$ cat src/rtl/uart_tx_fifo_if.sv
// Byte-write and transmitter-launch signals shared between the UART TX FIFO and its neighbours.
// The master side writes bytes and reports transmitter state; the slave side is the FIFO.
interface uart_tx_fifo_if #(
  parameter int ADDR_W = 4
);
  logic [7:0]      wr_data;
  logic            wr_en;
  logic            full;
  logic            empty;
  logic [ADDR_W:0] count;
  logic            overflow;
  logic [1:0]      tx_state;
  logic [7:0]      data_out;
  logic            enable;

  modport master (
    output wr_data, wr_en, tx_state,
    input  full, empty, count, overflow, data_out, enable
  );

  modport slave (
    input  wr_data, wr_en, tx_state,
    output full, empty, count, overflow, data_out, enable
  );
endinterface

$ cat src/rtl/uart_tx_fifo.sv
// Circular byte FIFO feeding the UART transmitter: queues burst writes and launches
// one byte per frame with a single-cycle enable whenever the transmitter is idle.
module uart_tx_fifo #(
  parameter int ADDR_W = 4
) (
  input  logic         clk,
  input  logic         rst_n,
  uart_tx_fifo_if.slave bus
);
  localparam int DEPTH = 1 << ADDR_W;
  localparam logic [ADDR_W:0]   COUNT_ONE  = (ADDR_W + 1)'(1);
  localparam logic [ADDR_W:0]   COUNT_FULL = (ADDR_W + 1)'(DEPTH);
  localparam logic [ADDR_W:0]   COUNT_ZERO = '0;
  localparam logic [ADDR_W-1:0] PTR_ONE    = ADDR_W'(1);

  typedef enum logic [1:0] {
    S_IDLE   = 2'd0,
    S_LAUNCH = 2'd1,
    S_BUSY   = 2'd2,
    S_DRAIN  = 2'd3
  } state_t;

  state_t            state;
  state_t            state_next;
  logic [7:0]        mem [DEPTH];
  logic [ADDR_W-1:0] wr_ptr;
  logic [ADDR_W-1:0] rd_ptr;
  logic [ADDR_W:0]   count;
  logic [ADDR_W:0]   count_next;
  logic              full_q;
  logic              empty_q;
  logic              overflow_q;
  logic              enable_q;
  logic [7:0]        data_q;
  logic              do_write;
  logic              launch;

  // Fullness is judged on the registered value, so a write on a pop cycle while full is still dropped.
  assign do_write = bus.wr_en && !full_q;

  always_ff @(posedge clk or negedge rst_n) begin
    if (!rst_n) begin
      state <= S_IDLE;
    end else begin
      state <= state_next;
    end
  end

  // A launch needs the transmitter idle; afterwards wait for it to leave and then return to IDLE.
  always_comb begin
    state_next = state;
    launch     = 1'b0;
    case (state)
      S_IDLE: begin
        if (!empty_q && (bus.tx_state == 2'd0)) begin
          launch     = 1'b1;
          state_next = S_LAUNCH;
        end
      end
      S_LAUNCH: state_next = S_BUSY;
      S_BUSY: begin
        if (bus.tx_state != 2'd0) begin
          state_next = S_DRAIN;
        end
      end
      S_DRAIN: begin
        if (bus.tx_state == 2'd0) begin
          state_next = S_IDLE;
        end
      end
      default: state_next = S_IDLE;
    endcase
  end

  always_comb begin
    count_next = count;
    case ({do_write, launch})
      2'b10:   count_next = count + COUNT_ONE;
      2'b01:   count_next = count - COUNT_ONE;
      default: count_next = count;
    endcase
  end

  always_ff @(posedge clk) begin
    if (do_write) begin
      mem[wr_ptr] <= bus.wr_data;
    end
  end

  // Flags are registered from the next count so every output comes straight from a flop.
  always_ff @(posedge clk or negedge rst_n) begin
    if (!rst_n) begin
      wr_ptr     <= '0;
      rd_ptr     <= '0;
      count      <= '0;
      full_q     <= 1'b0;
      empty_q    <= 1'b1;
      overflow_q <= 1'b0;
      enable_q   <= 1'b0;
      data_q     <= 8'h00;
    end else begin
      if (do_write) begin
        wr_ptr <= wr_ptr + PTR_ONE;
      end
      if (launch) begin
        rd_ptr <= rd_ptr + PTR_ONE;
        data_q <= mem[rd_ptr];
      end
      count      <= count_next;
      full_q     <= (count_next == COUNT_FULL);
      empty_q    <= (count_next == COUNT_ZERO);
      overflow_q <= bus.wr_en && full_q;
      enable_q   <= launch;
    end
  end

  assign bus.full     = full_q;
  assign bus.empty    = empty_q;
  assign bus.count    = count;
  assign bus.overflow = overflow_q;
  assign bus.enable   = enable_q;
  assign bus.data_out = data_q;
endmodule

$ cat src/flat_wrapper.sv
// flat-port wrapper written by rule: the top's interface ports become plain ports
module uart_tx_fifo_flat 
#(
  parameter int ADDR_W = 4
)
  (clk, rst_n, bus_wr_data, bus_wr_en, bus_tx_state, bus_full, bus_empty, bus_count, bus_overflow, bus_data_out, bus_enable);
  uart_tx_fifo_if #(.ADDR_W(ADDR_W)) bus_i ();
  input  logic clk;
  input  logic rst_n;
  input wire logic [$bits(bus_i.wr_data)-1:0] bus_wr_data;
  input wire logic [$bits(bus_i.wr_en)-1:0] bus_wr_en;
  input wire logic [$bits(bus_i.tx_state)-1:0] bus_tx_state;
  output wire logic [$bits(bus_i.full)-1:0] bus_full;
  output wire logic [$bits(bus_i.empty)-1:0] bus_empty;
  output wire logic [$bits(bus_i.count)-1:0] bus_count;
  output wire logic [$bits(bus_i.overflow)-1:0] bus_overflow;
  output wire logic [$bits(bus_i.data_out)-1:0] bus_data_out;
  output wire logic [$bits(bus_i.enable)-1:0] bus_enable;
  assign bus_i.wr_data = bus_wr_data;
  assign bus_i.wr_en = bus_wr_en;
  assign bus_i.tx_state = bus_tx_state;
  assign bus_full = bus_i.full;
  assign bus_empty = bus_i.empty;
  assign bus_count = bus_i.count;
  assign bus_overflow = bus_i.overflow;
  assign bus_data_out = bus_i.data_out;
  assign bus_enable = bus_i.enable;
  uart_tx_fifo #(.ADDR_W(ADDR_W)) u_core (.clk(clk), .rst_n(rst_n), .bus(bus_i));
endmodule
$ cat config.mk
export PLATFORM = sky130hd
export DESIGN_NAME = uart_tx_fifo_flat
export DESIGN_NICKNAME = d
export VERILOG_FILES = /design/src/rtl/uart_tx_fifo_if.sv /design/src/rtl/uart_tx_fifo.sv /design/src/flat_wrapper.sv
export SDC_FILE = /design/constraint.sdc
export NUM_CORES = 1
export LEC_CHECK = 0
export CORE_MARGIN = 2
export CORE_UTILIZATION = 35
export DETAILED_ROUTE_END_ITERATION = 8
export MAX_ROUTING_LAYER = met4
export PLACE_DENSITY = 0.62
export SLEW_MARGIN = 20
export SYNTH_ARGS = -nofsm -noshare
export SYNTH_HDL_FRONTEND = slang
export SYNTH_SLANG_ARGS = --single-unit
$ cat constraint.sdc
create_clock -name clk -period 5.55 [get_ports clk]
set_input_delay 1.665 -clock clk [delete_from_list [all_inputs] [get_ports clk]]
set_output_delay 1.665 -clock clk [all_outputs]
set_load 0.02 [all_outputs]
==> summary.md, run 1 <==
| Metric | Value |
|---|---|
| Status | `complete, no violations` |
| Area taken by flip-flops and latches | `4520 um2` |
| Number of clock sinks | `155` |
| Internal power | `around 2700 uW` |
| Total Negative Setup Slacks | `0 ps` |
| Count of cell types in the netlist | `41` |
| Number of placement rows | `49` |
| Post-CTS setup repair buffer count | `0` |
| Final critical-path share of the clock period | `75.7%` |
| Commonest non-fill, non-tap cell in the layout | `edfxtp_1` |
| Latest clock arrival within the worst-skew pair | `420 ps` |
| Number of nets in the final layout | `404` |
| Leading post-synthesis cells by cell area | `edfxtp_1 (60%), mux4_2 (14%), dfrtp_1 (10%)` |
| Chain of cells forming the critical path | `clkdlybuf4s50_1 > or4b_4 > clkinv_4 > nand2_1 > xnor2_1 > ha_1 > o211ai_1 > a21oi_1 > or4b_4 > a211oi_2` |
| Max Clock Skew | `5.67 ps` |
| Slowest library cell on the worst path | `or4b_4` |
| Layout Cells excl Fill | `622` |
| Area of the mapped netlist | `around 6400 um2` |
| Total iterations of the first detailed-routing run | `4` |
| Routability congestion estimate | `0.782` |
| Top cell type by total area after synthesis | `edfxtp_1` |
| I/O Buffers | `29` |
| Warnings, synthesis | `0` |
| Most used flip-flop cell after synthesis | `edfxtp_1` |
| Number of remaining DRC errors | `0` |
| Number of buffers created by CTS | `17` |
| Via count | `3136` |
| Worst path required time | `5880 ps` |
| Peak fanout along the critical path | `16` |
| Number of placed instances with taps included | `590` |
| DR vias/cell | `about 5.0` |
| Number of setup violations in the final report | `0` |
| Level count of the clock H-tree | `4` |
| Floorplan core area | `17900 um2` |
| Count of cells resized by post-cts repair | `0` |
| Total grt overflow | `0` |
| Launching element type of the critical path | `input port` |
| Area share of the largest cell type after synthesis | `60.3%` |
| Die Footprint | `19300 um2` |
| CTS Hold Buffers Added | `0` |
| Achievable clock frequency | `between 0.2 and 0.25 GHz` |
| Switching Share | `29.7%` |
| Worst hold slack after final layout | `488 ps` |
| X dimension of the die | `139 um` |
| Total net switching power | `1140 uW` |
| Fraction of final layout cells with drive strength greater than 1 | `21.6%` |
| Synthesized net count | `between 300 and 400` |
| Post-synthesis instance total | `about 350` |
| Worst EP arrival | `4530 ps` |
| Iter 0 DRT Violations | `202` |
| Detailed-route wire length | `11.9 mm` |
| Unrepaired setup endpoints after global routing | `no` |
| Sequential power share | `42.1%` |
| Crit-path most repeated cell | `or4b_4` |
| Vias in the first global route | `3250` |
| Final Critical Period | `~4200 ps` |
| Largest net degree at the start of global routing | `36` |
| Die height | `139 um` |
| Worst Setup Path Type | `input port to flip-flop` |
| Area of combinational cells with multiple inputs | `between 1500 and 2000 um2` |
| Sequential-to-total area share from yosys stat | `70.9%` |
| Ys async rst share | `17.4%` |
| Endpoint class of the critical path | `flip-flop` |
| Total routing usage reported by global routing | `13.4%` |
| Core Util, Final | `41.9%` |
| Worst relative slew slack | `41.8%` |
| Highest-count cells in the layout ignoring fill and taps | `edfxtp_1 (128), mux4_2 (40), nand2_1 (35)` |
| Total of max-cap violations | `0` |
| Cell area after layout | `between 7000 and 8000 um2` |
| Number of flops mapped to enable cells by yosys | `~130` |
| Wire length of the first global-routing pass | `between 15 and 20 mm` |
| Clock tree from TritonCTS | `yes` |
| Boundary Pins | `30` |
| Worst vdd rail ir drop | `208 uV` |
| Clock tree buffer depth | `2` |
| Path type of the worst min-delay path | `flip-flop to flip-flop` |
| Portion of total power attributed to the clock network | `30.4%` |
| Antenna violations before repair | `0` |
| Post-place instance area | `6900 um2` |
| Final hold viol count | `0` |
| Delay contributed by the slowest stage of the critical path | `660 ps` |
| Measured slew at the worst slew-check pin | `872 ps` |
| Number of max-slew violations in the final report | `0` |
| Flops & latches, synth | `155` |
| Clock Pin Slew Worst Setup and Hold Paths | `60 ps` |
| Synthesis-to-finish area growth | `17.6%` |
| Count of nets left with antenna violations after detail routing | `0` |
| Static leakage | `0.00256 uW` |
| Average routed wire per standard cell | `roughly 19 um` |
| Power per cell area | `512 nW/um2` |
| Part of the power in combinational logic | `27.5%` |
| Antenna Cells | `0` |
| Syn_area_per_cell | `18.4 um2` |
| Buffer type at the clock tree root | `clkbuf_16` |
| Effective utilization at floorplan | `35.6%` |
| Post-DP HPWL | `7.80 mm` |
| Filler Cell Count | `1558` |
[registers in the layout (all words and copies together), names as in the netlist]
signal               count
u_core.bus.empty         1
u_core.wr_ptr            4
u_core.bus.count         5
u_core.bus.full          1
u_core.bus.enable        1
u_core.rd_ptr            4
u_core.mem             128
u_core.state             2
u_core.bus.overflow      1
u_core.bus.data_out      8
[stage by stage]
stage / setup WS [ps] / total power, uW
global placement: 1000 / 2690
CTS: 1370 / 3890
finish: 1350 / 3840
global route: 1240 / 4020
detailed placement: 932 / 2720
floorplan: 1630 / 2350
[layer usage]
metal  up-vias  track usage, %  part of all wire, %
li1       1430               -                    -
met3        13            2.28                  2.0
met1      1654            16.8                   45
met5         -               -                    0
met2        39            21.5                   51
met4         0            5.74                  1.6
[power by group through the flow]
stage	sequential (uW)	clock, uW	combinational [uW]
after floorplan	1590	0	762
after global routing	1640	1230	1150
after detailed placement	1650	0	1070
after global placement	1640	0	1060
after CTS	1620	1190	1080
final	1620	1170	1050
[kinds of logic after synthesis]
| group | after synthesis | synth area share (%) |
|---|---|---|
| adder cells (fa/ha/maj) | 11 | 2.16 |
| buffers and inverters | 27 | 1.84 |
| XOR/XNOR | 9 | 1.24 |
| AND/OR/NAND/NOR | 79 | 6.48 |
| multiplexers | 42 | 14.5 |
| flip-flops | 155 | 70.9 |
| AO/OA/AOI/OAI | 24 | 2.89 |
[final timing paths]
kind	slack, ps	start	endpoint	depth (start not counted)
min reg2reg	490	u_core.bus.data_out[4]	u_core.bus.data_out[4]	2
max reg2reg	2400	u_core.state[0]	u_core.bus.full	11
max	1350	bus_tx_state[1]	u_core.bus.full	10
min in group asynchronous	1620	rst_n	u_core.state[0]	2
max in group asynchronous	3620	rst_n	u_core.bus.empty	2
min	490	u_core.bus.data_out[4]	u_core.bus.data_out[4]	2
[worst max-delay path, delay by kind of cell]
family / cells / cell delay (ps)
simple gates: 3 / 1320
buf+inv: 2 / 620
compound gates: 3 / 530
fa+ha+maj: 1 / 230
xor+xnor: 1 / 160
[cells in the mapped netlist, types with 2 or more instances]
master    count
a21o_1        3
a21oi_1       4
and2_1       17
buf_1         2
buf_2         3
clkbuf_1     12
dfrtp_1      26
edfxtp_1    128
ha_1         11
inv_1         7
mux2_2        2
mux4_2       40
nand2_1      35
nand4_1       3
nor2_1        7
nor2b_1       3
nor3_1        4
nor3b_1       3
o211ai_1      4
o21ai_0       3
o21bai_1      2
or4b_4        2
xnor2_1       8
[area by class of cell]
| cell class | instances | share of cell area (%) |
|---|---|---|
| sequential | 155 | 60.3 |
| multi-input combinational | 165 | 23.2 |
| clock buffer | 19 | 5.77 |
| timing repair buffer | 32 | 4.17 |
| tap | 229 | 3.82 |
| clock inverter | 13 | 2.22 |
| inverter | 9 | 0.517 |
Note: power is estimated with default switching activity, not from simulation.
==> run 2, diff against run 1 <==
==> constraint.sdc (replaced) <==
create_clock -name clk -period 4.1 [get_ports clk]
set_input_delay 1.23 -clock clk [delete_from_list [all_inputs] [get_ports clk]]
set_output_delay 1.23 -clock clk [all_outputs]
set_load 0.02 [all_outputs]
==> run 2 against run 1 <==
  * Utilization rose by 0.15 points
  * Critical path depth did not move
  * Worst hold slack improved by 5.8 ps
  * Die area did not move
  * Critical path type unchanged
  * Largest cell class unchanged
  * Highest routed layer unchanged
==> summary.md, run 2 (synthesized netlist as in run 1, its figures left out) <==
| Metric | Value |
|---|---|
| Status | `complete, no violations` |
| Count of nets left with antenna violations after detail routing | `0` |
| Post-CTS setup repair buffer count | `0` |
| Routability congestion estimate | `0.760` |
| Detailed-route wire length | `12.0 mm` |
| X dimension of the die | `139 um` |
| Crit-path most repeated cell | `or4b_4` |
| Worst relative slew slack | `38.6%` |
| Vias in the first global route | `3215` |
| Static leakage | `0.00258 uW` |
| Via count | `about 3100` |
| Power per cell area | `694 nW/um2` |
| Die Footprint | `19300 um2` |
| Final critical-path share of the clock period | `86.7%` |
| DR vias/cell | `5.00` |
| End of the worst register-to-register path | `u_core.bus.full` |
| Antenna Cells | `0` |
| Antenna violations before repair | `0` |
| I/O Buffers | `29` |
| Clock Pin Slew Worst Setup and Hold Paths | `~60 ps` |
| First element of the critical path | `bus_tx_state[1]` |
| Number of max-slew violations in the final report | `0` |
| Worst Setup Path Type | `input port to flip-flop` |
| Number of remaining DRC errors | `0` |
| Worst path required time | `4420 ps` |
| Die height | `139 um` |
| Synthesis-to-finish area growth | `18.0%` |
| Highest-count cells in the layout ignoring fill and taps | `edfxtp_1 (128), mux4_2 (40), nand2_1 (35)` |
| Latest clock arrival within the worst-skew pair | `410 ps` |
| Iter 0 DRT Violations | `270` |
| Boundary Pins | `30` |
| Max Clock Skew | `9.56 ps` |
| Number of clock sinks | `155` |
| Clock tree buffer depth | `2` |
| Worst EP arrival | `3880 ps` |
| Number of placement rows | `49` |
| Commonest non-fill, non-tap cell in the layout | `edfxtp_1` |
| Largest net degree at the start of global routing | `36` |
| Number of setup violations in the final report | `0` |
| R2r worst-path depth | `11` |
| Path type of the worst min-delay path | `flip-flop to flip-flop` |
| Number of buffers created by CTS | `17` |
| Critical register-to-register path startpoint | `u_core.state[0]` |
| Worst vdd rail ir drop | `281 uV` |
| CTS Hold Buffers Added | `0` |
| Floorplan core area | `17900 um2` |
| Fraction of final layout cells with drive strength greater than 1 | `22.5%` |
| Total of max-cap violations | `0` |
| Wire length of the first global-routing pass | `between 15 and 20 mm` |
| Largest register by flop count | `u_core.mem` |
| Max FFs per register | `128` |
| Achievable clock frequency | `0.281 GHz` |
| Chain of cells forming the critical path | `clkdlybuf4s50_1 > or4b_4 > clkinv_4 > nand2_1 > xnor2_1 > ha_1 > o211ai_1 > a21oi_1 > or4b_4 > a211oi_2` |
| Delay contributed by the slowest stage of the critical path | `roughly 570 ps` |
| Post-DP HPWL | `7.83 mm` |
| Average routed wire per standard cell | `19.2 um` |
| Buffer type at the clock tree root | `clkbuf_16` |
| Total grt overflow | `0` |
| Total Negative Setup Slacks | `0 ps` |
| Effective utilization at floorplan | `35.6%` |
| Last element of the critical path | `u_core.bus.full` |
| Place WS | `143 ps` |
| Final hold viol count | `0` |
| Measured slew at the worst slew-check pin | `922 ps` |
| Clock tree from TritonCTS | `yes` |
| Number of nets in the final layout | `~400` |
| Number of placed instances with taps included | `between 500 and 600` |
| Final Critical Period | `3550 ps` |
| Peak fanout along the critical path | `5` |
| Launching element type of the critical path | `input port` |
| Endpoint class of the critical path | `flip-flop` |
| Filler Cell Count | `1594` |
| Setup slack after layout | `between 500 and 600 ps` |
| Worst setup slack for register-to-register paths | `between 1000 and 1500 ps` |
| Total routing usage reported by global routing | `13.4%` |
| Layout Cells excl Fill | `approximately 620` |
| Level count of the clock H-tree | `4` |
| Slowest library cell on the worst path | `or4b_4` |
| Total power | `5220 uW` |
| Unrepaired setup endpoints after global routing | `no` |
| Count of cells resized by post-cts repair | `0` |
| Total iterations of the first detailed-routing run | `4` |
[run 2: report_power, final]
part	internal (uW)	switching, uW	leakage [uW]
clock	971	625	0.000294
sequential	1950	237	0.00149
combinational	742	694	0.000801
[run 2: area by class of cell]
type / instances / area, um2 / area share, %
timing repair buffer: 34 / 328 / 4.36
tap: 229 / 287 / 3.81
multi-input combinational: 165 / 1740 / 23.1
clock inverter: 14 / 183 / 2.43
sequential: 155 / 4520 / 60.1
inverter: 9 / 38.8 / 0.515
clock buffer: 18 / 429 / 5.70
[run 2: routing by layer]
metal	vias to the layer above	wire length, um	GRT usage (%)
met2	38	6140	21.6
met1	1635	5400	17.1
met3	15	284	2.90
met4	0	173	4.09
li1	1430	-	-
met5	-	0	-
[run 2: critical path: cells and delay by family]
family | cells | cell delay, ps
fa+ha+maj | 1 | 240
xor+xnor | 1 | 170
simple gates | 3 | 1210
buf+inv | 2 | 530
compound gates | 3 | 510
[run 2: worst min-delay path by stage]
stage / startpoint / end / slack (ps) / depth (start not counted)
after global routing: u_core.bus.data_out[7] / u_core.bus.data_out[7] / 530 / 2
after floorplan: u_core.wr_ptr[3] / u_core.wr_ptr[3] / 490 / 1
final: u_core.bus.data_out[5] / u_core.bus.data_out[5] / 490 / 2
after global placement: u_core.bus.data_out[7] / u_core.bus.data_out[7] / 490 / 2
after CTS: u_core.bus.data_out[5] / u_core.bus.data_out[5] / 500 / 2
after detailed placement: u_core.bus.data_out[5] / u_core.bus.data_out[5] / 480 / 2
[run 2: per-stage QoR]
stage / instance area (um2) / hold slack [ps] / utilization (%)
floorplan: 6370 / 493 / -
global placement: 6910 / 486 / 38.6
detailed placement: 6910 / 482 / 38.6
CTS: 7520 / 497 / 42.0
global route: 7520 / 527 / 42.0
finish: 7520 / 494 / 42.0
==> RTL change 1 (config.mk and constraints of run 2) <==
`ADDR_W` is set to 4 in 3 places; all go to 3.
--- a/src/rtl/uart_tx_fifo_if.sv
+++ b/src/rtl/uart_tx_fifo_if.sv
@@ -3,3 +3,3 @@
 interface uart_tx_fifo_if #(
-  parameter int ADDR_W = 4
+  parameter int ADDR_W = 3
 );
--- a/src/rtl/uart_tx_fifo.sv
+++ b/src/rtl/uart_tx_fifo.sv
@@ -3,3 +3,3 @@
 module uart_tx_fifo #(
-  parameter int ADDR_W = 4
+  parameter int ADDR_W = 3
 ) (
--- a/src/flat_wrapper.sv
+++ b/src/flat_wrapper.sv
@@ -3,3 +3,3 @@
 #(
-  parameter int ADDR_W = 4
+  parameter int ADDR_W = 3
 )
Interface: changed (resized bus_count); port bits go from 30 to 29. The function was not compared with the original's and may differ.
==> RTL change 1 against run 2 <==
  * Routed wire length down 48%
  * Clock power down 64%
  * Final area fell by 43%
  * Sequential power shrank 37%
  * Total power shrank 45%
  * First-iteration DRC count fell by 62%
  * Largest cell class unchanged
  * Sequential cell count shrank 67
  * Area after synthesis down 43%
  * Worst setup slack improved by 0.27 ns
  * Combinational power is 37% lower
==> RTL change 1: results (changes against run 2) <==
Finish
  – Multi-input combinational area share: 24.1% (+0.98 points)
  – NonClk Buf Share: 8.45% (+4.1 points)
  – Fill cells: 925 (-42%)
  – Share of layout cells above drive strength 1: 17.1% (-5.5 points)
  – Sequential cells: 88 (-43%)
  – Final Net Count: 269 (-34%)
  – # clk buffers: 11 (-7)
  – Bufs w/o clock: 39 (+15%)
  – Clock buf/inv share: 4.34% (-3.8 points)
  – Non-clk invs: 5 (-4)
  – Register area: 0.00252 mm² (-44%)
  – Final std cells w/o fill: 388 (-38%)

Timing
  – Hold Slack: 0.527 ns (+0.0333 ns)
  – F_max: 305 MHz (+8.4%)
  – Worst slew pin tran: 1.05 ns (+0.124 ns)
  – Layout Skew: 0.0133 ns (+0.00370 ns)

Power and ir drop
  – Int Pwr: 1960 µW (-47%)
  – LEAKAGE: 0.00153 µW (-41%)

Min path
  – Cells on Worst Hold Path: 1 (-1)
  – Hold_sp: u_core.wr_ptr[0]

Critical path
  – Reg2reg end: u_core.bus.empty
  – CP max FO: 4 (-1)
  – Slowest cell on crit path: clkdlybuf4s50_1
  – Worst path max stage delay: 0.46 ns (-0.11 ns)

Synth
  – Synth cell types: 35 (-15%)
  – EDFF count, synth: 64 (-50%)
  – Syn_nets: 227 (-39%)
  – Async SR Flop Fraction: 27.3% (+9.9 points)
  – Compound-Gate Fraction of Synth Area: 2.82% (-0.061 points)
  – Synthesized instance count: 205 (-41%)
  – Post-synth top cells: edfxtp_1, dfrtp_1, nor2_1, a21oi_1, mux2i_1
  – Mux share of post-synthesis cell area: 14.6% (+0.16 points)

Placement
  – Area after DPL: 0.00411 mm² (-41%)
  – Worst slack, placed: 0.450 ns (+0.307 ns)
  – Buffers added on ports: 28 (-3.4%)
  – Cells after DPL: 372 (-37%)
  – GP Congestion: 0.825 (+8.6%)

Clock tree
  – H-Tree Depth: 3 (-1)
  – TritonCTS Buffers: 9 (-8)
  – Skew-Pair Late Insertion Delay: 0.35 ns (-0.06 ns)

Run status
  – Outcome: finished clean

Die
  – Chip width: 106 µm (-24%)

Global routing
  – Vias in the first global route: 1893 (-41%)
  – Pin count of the biggest net entering global routing: 25 (-31%)
  – Gr usage total: 12.5% (-0.90 points)
  – Global-route wire length before repair: 10000 µm (-47%)
[RTL change 1: cell count changes in the layout (fill, tap and decap cells not counted), moves of 10 or more]
cell | run 2 | this run
edfxtp_1 | 128 | 64
mux4_2 | 40 | 9
nand2_1 | 35 | 5
clkbuf_16 | 17 | 0
and2_1 | 17 | 1
mux2i_1 | 0 | 10
nor2_1 | 7 | 17
[RTL change 1: power groups by stage]
stage	combinational [µW]	sequential, µW	clock, µW
3_5_place_dp	925	1420	0
4_1_cts	927	1400	592
6_report	910	1390	575
3_3_place_gp	910	1410	0
2_1_floorplan	645	1370	0
5_1_grt	1000	1430	628
[RTL change 1: cell families after synthesis]
kind of cell    after synthesis
mux                          30
fa+ha+maj                     9
buf+inv                      13
xor+xnor                      8
simple gates                 41
flops                        88
compound gates               16
[RTL change 1: per-layer routing]
layer	share of wire, %	vias up	global-route usage [%]
met5	0	-	-
met3	3.7	11	2.91
met2	51	37	20.6
met1	44	915	14.9
met4	1.4	0	5.08
li1	-	867	-
==> RTL change 2 (settings of run 2) <==
Without the edit above. Re-encode `state_t` (4 states) as Gray code, 2 bits wide.
--- a/src/rtl/uart_tx_fifo.sv
+++ b/src/rtl/uart_tx_fifo.sv
@@ -16,6 +16,6 @@
   typedef enum logic [1:0] {
-    S_IDLE   = 2'd0,
-    S_LAUNCH = 2'd1,
-    S_BUSY   = 2'd2,
-    S_DRAIN  = 2'd3
+    S_IDLE   = 2'b00,
+    S_LAUNCH = 2'b01,
+    S_BUSY   = 2'b11,
+    S_DRAIN  = 2'b10
   } state_t;
Check against the original RTL: no difference found for any inputs over 10 cycles, from zero or initial values and one cycle with rst_n low; not proved beyond that.
==> RTL change 2 against run 2 <==
  * Worst setup slack better by 0.21 ns
  * Total power up 1.1%
  * Area after synthesis down 1.2%
  * Global-route usage up 0.46 points
  * Combinational power down 6%
  * Clock power up 8%
  * Routed wire length up 1.2%
  * Register-to-register slack better by 0.08 ns
  * Die area down 1.1%
  * Worst hold slack better by 0.0063 ns
  * Sequential cell count unchanged
  * Final area down 0.55%
  * Critical path type unchanged
  * Critical endpoint is now u_core.bus.empty
  * Highest routed layer unchanged
==> RTL change 2: results (changes against run 2) <==
Run status
  – Outcome: finished clean

Clock tree
  – TritonCTS Buffers: 17 (unchanged)
  – H-Tree Depth: 4 (unchanged)
  – Post-CTS Hold Fix Bufs: 0 (unchanged)
  – Maximum clock path buffer count: 2 (unchanged)
  – Clk pin slew, worst setup/hold paths: 0.06 ns (about the same)
  – Post-cts sizing count: 0 (unchanged)
  – Skew-Pair Late Insertion Delay: 0.43 ns (+0.02 ns)
  – Root Buffer: clkbuf_16
  – Post-CTS repair timing setup buffer count: 0 (unchanged)

Drt
  – Pre-Repair DR Iteration Count: 4 (unchanged)
  – Drt initial violations: 251 (-7.0%)
  – Routed WL: 12100 µm (+1.2%)
  – Via/cell ratio: 5.06 (+1.2%)
  – Vias: 3010 (-3.5%)

Critical path
  – FF-to-FF Start: u_core.state[1]
  – Worst-case reg-to-reg path depth: 8 (-3)
  – Worst path max stage delay: 0.39 ns (-0.18 ns)
  – WP data arrival: 3.68 ns (-0.20 ns)
  – R2R setup slack: 1.26 ns (+0.08 ns)
  – CP delay by family, top: simple AND/OR/NAND/NOR gates
  – CP max FO: 4 (-1)
  – Reg2reg end: u_core.bus.empty
  – Slowest cell on crit path: clkdlybuf4s50_1

Timing
  – Layout Skew: 0.00878 ns (-0.000781 ns)
  – Worst slew pin tran: 0.856 ns (-0.0654 ns)

Finish
  – Top reg by flops: u_core.mem
  – Largest register FFs: 128 (unchanged)
  – Share of layout cells above drive strength 1: 27.3% (+4.8 points)
  – Final Net Count: 374 (-7.9%)
  – Antenna cells: 0 (unchanged)

Placement
  – Buffers added on ports: 29 (unchanged)
  – GP Congestion: 0.800 (+5.2%)
  – Worst slack, placed: 0.322 ns (+0.179 ns)
  – Detail Placement HPWL: 7320 µm (-6.6%)
  – Cells after DPL: 563 (-4.9%)

Synth
  – Seq/Total Area, Yosys: 71.8% (+0.85 points)
  – Synth cell types: 44 (+7.3%)
  – Synthesized instance count: 315 (-9.2%)
  – Async SR Flop Fraction: 17.4% (unchanged)
  – Post-synth top flop: edfxtp_1
  – Post-synth top cells: edfxtp_1, mux4_2, dfrtp_1, and2_1, mux2_2
  – Syn_nets: 336 (-9.4%)
  – Top post-synthesis cells by area: edfxtp_1, mux4_2, dfrtp_1, mux2_2, and2_1
  – EDFF count, synth: 128 (unchanged)
  – Yosys warning count: 0 (unchanged)

Global routing
  – Gr usage total: 13.9% (+0.46 points)
  – Antenna violations before repair: 0 (unchanged)
  – Vias in the first global route: 3141 (-2.3%)
  – Global-route wire length before repair: 18800 µm (-0.37%)
  – Pin count of the biggest net entering global routing: 36 (unchanged)

Min path
  – HP Class: reg -> reg
  – Cells on Worst Hold Path: 1 (-1)
  – Hold_sp: u_core.state[1]
  – Hold Path End: u_core.state[0]

Power and ir drop
  – Max IR drop VDD: 0.484 mV (+72%)
  – LEAKAGE: 0.00251 µW (-2.9%)
RTL change 2: changes by cell type in the layout (fill, tap and decap cells not counted), moves of 3 or more:
cell / delta
a21oi_1: -3
nor3_1: -3
o211ai_1: -3
inv_1: -3
mux2_2: +8
nand2_1: -26
clkinv_4: -3
o31a_1: +3
ha_1: -3
RTL change 2: kinds of logic (layout without fill, tap and decap cells):
kind of cell               count (synthesis)  in the layout  share of synthesized area [%]
buffers and inverters                     20             71                           1.79
and+or+nand+nor                           56             56                           5.24
adders and majority gates                  8              8                           1.59
AOI/OAI and AO/OA                         18             18                           2.42
muxes                                     50             50                           16.1
DFF                                      155            155                           71.8
xor gates and xnor gates                   8              8                           1.11
RTL change 2: routing by layer:
layer  part of all wire, %  up-vias  track usage, %
li1                      -     1346               -
met1                    45     1588            17.6
met2                    51       59            21.7
met3                   2.4       17            3.22
met4                   1.6        0            5.37
met5                     0        -               -
RTL change 2: stage by stage:
stage / area, µm² / hold slack [ns] / total power (µW)
after global routing: 7480 / 0.510 / 5510
after global placement: 6830 / 0.453 / 3590
after floorplan: 6300 / 0.440 / 3190
after CTS: 7480 / 0.493 / 5340
after detailed placement: 6830 / 0.487 / 3610
final: 7480 / 0.500 / 5280
RTL change 2: final cells by class:
class | count | area [µm²]
clock buffers | 19 | 453
clock inverters | 13 | 204
multi-input cells | 140 | 1670
inverters | 4 | 15.0
repair buffers | 35 | 335
flip-flops and latches | 155 | 4520
well taps | 229 | 287
fillers | 1533 | 10400
RTL change 2: worst max path at each step:
| stage | depth (start not counted) | slack (ns) | endpoint | start |
|---|---|---|---|---|
| global placement | 9 | 0.39 | u_core.bus.empty | bus_tx_state[1] |
| CTS | 9 | 0.76 | u_core.bus.empty | bus_tx_state[1] |
| global route | 9 | 0.61 | u_core.bus.empty | bus_tx_state[1] |
| floorplan | 10 | 0.48 | u_core.bus.empty | bus_tx_state[1] |
| detailed placement | 9 | 0.32 | u_core.bus.empty | bus_tx_state[1] |
| finish | 9 | 0.75 | u_core.bus.empty | bus_tx_state[1] |
RTL change 2: report_power, final:
| part | internal (µW) | leakage (µW) | total (µW) | switching, µW |
|---|---|---|---|---|
| registers | 1950 | 0.00148 | 2190 | 242 |
| clock network | 1070 | 0.000317 | 1730 | 660 |
| logic | 747 | 0.000711 | 1360 | 609 |
| total | 3770 | 0.00251 | 5280 | 1510 |
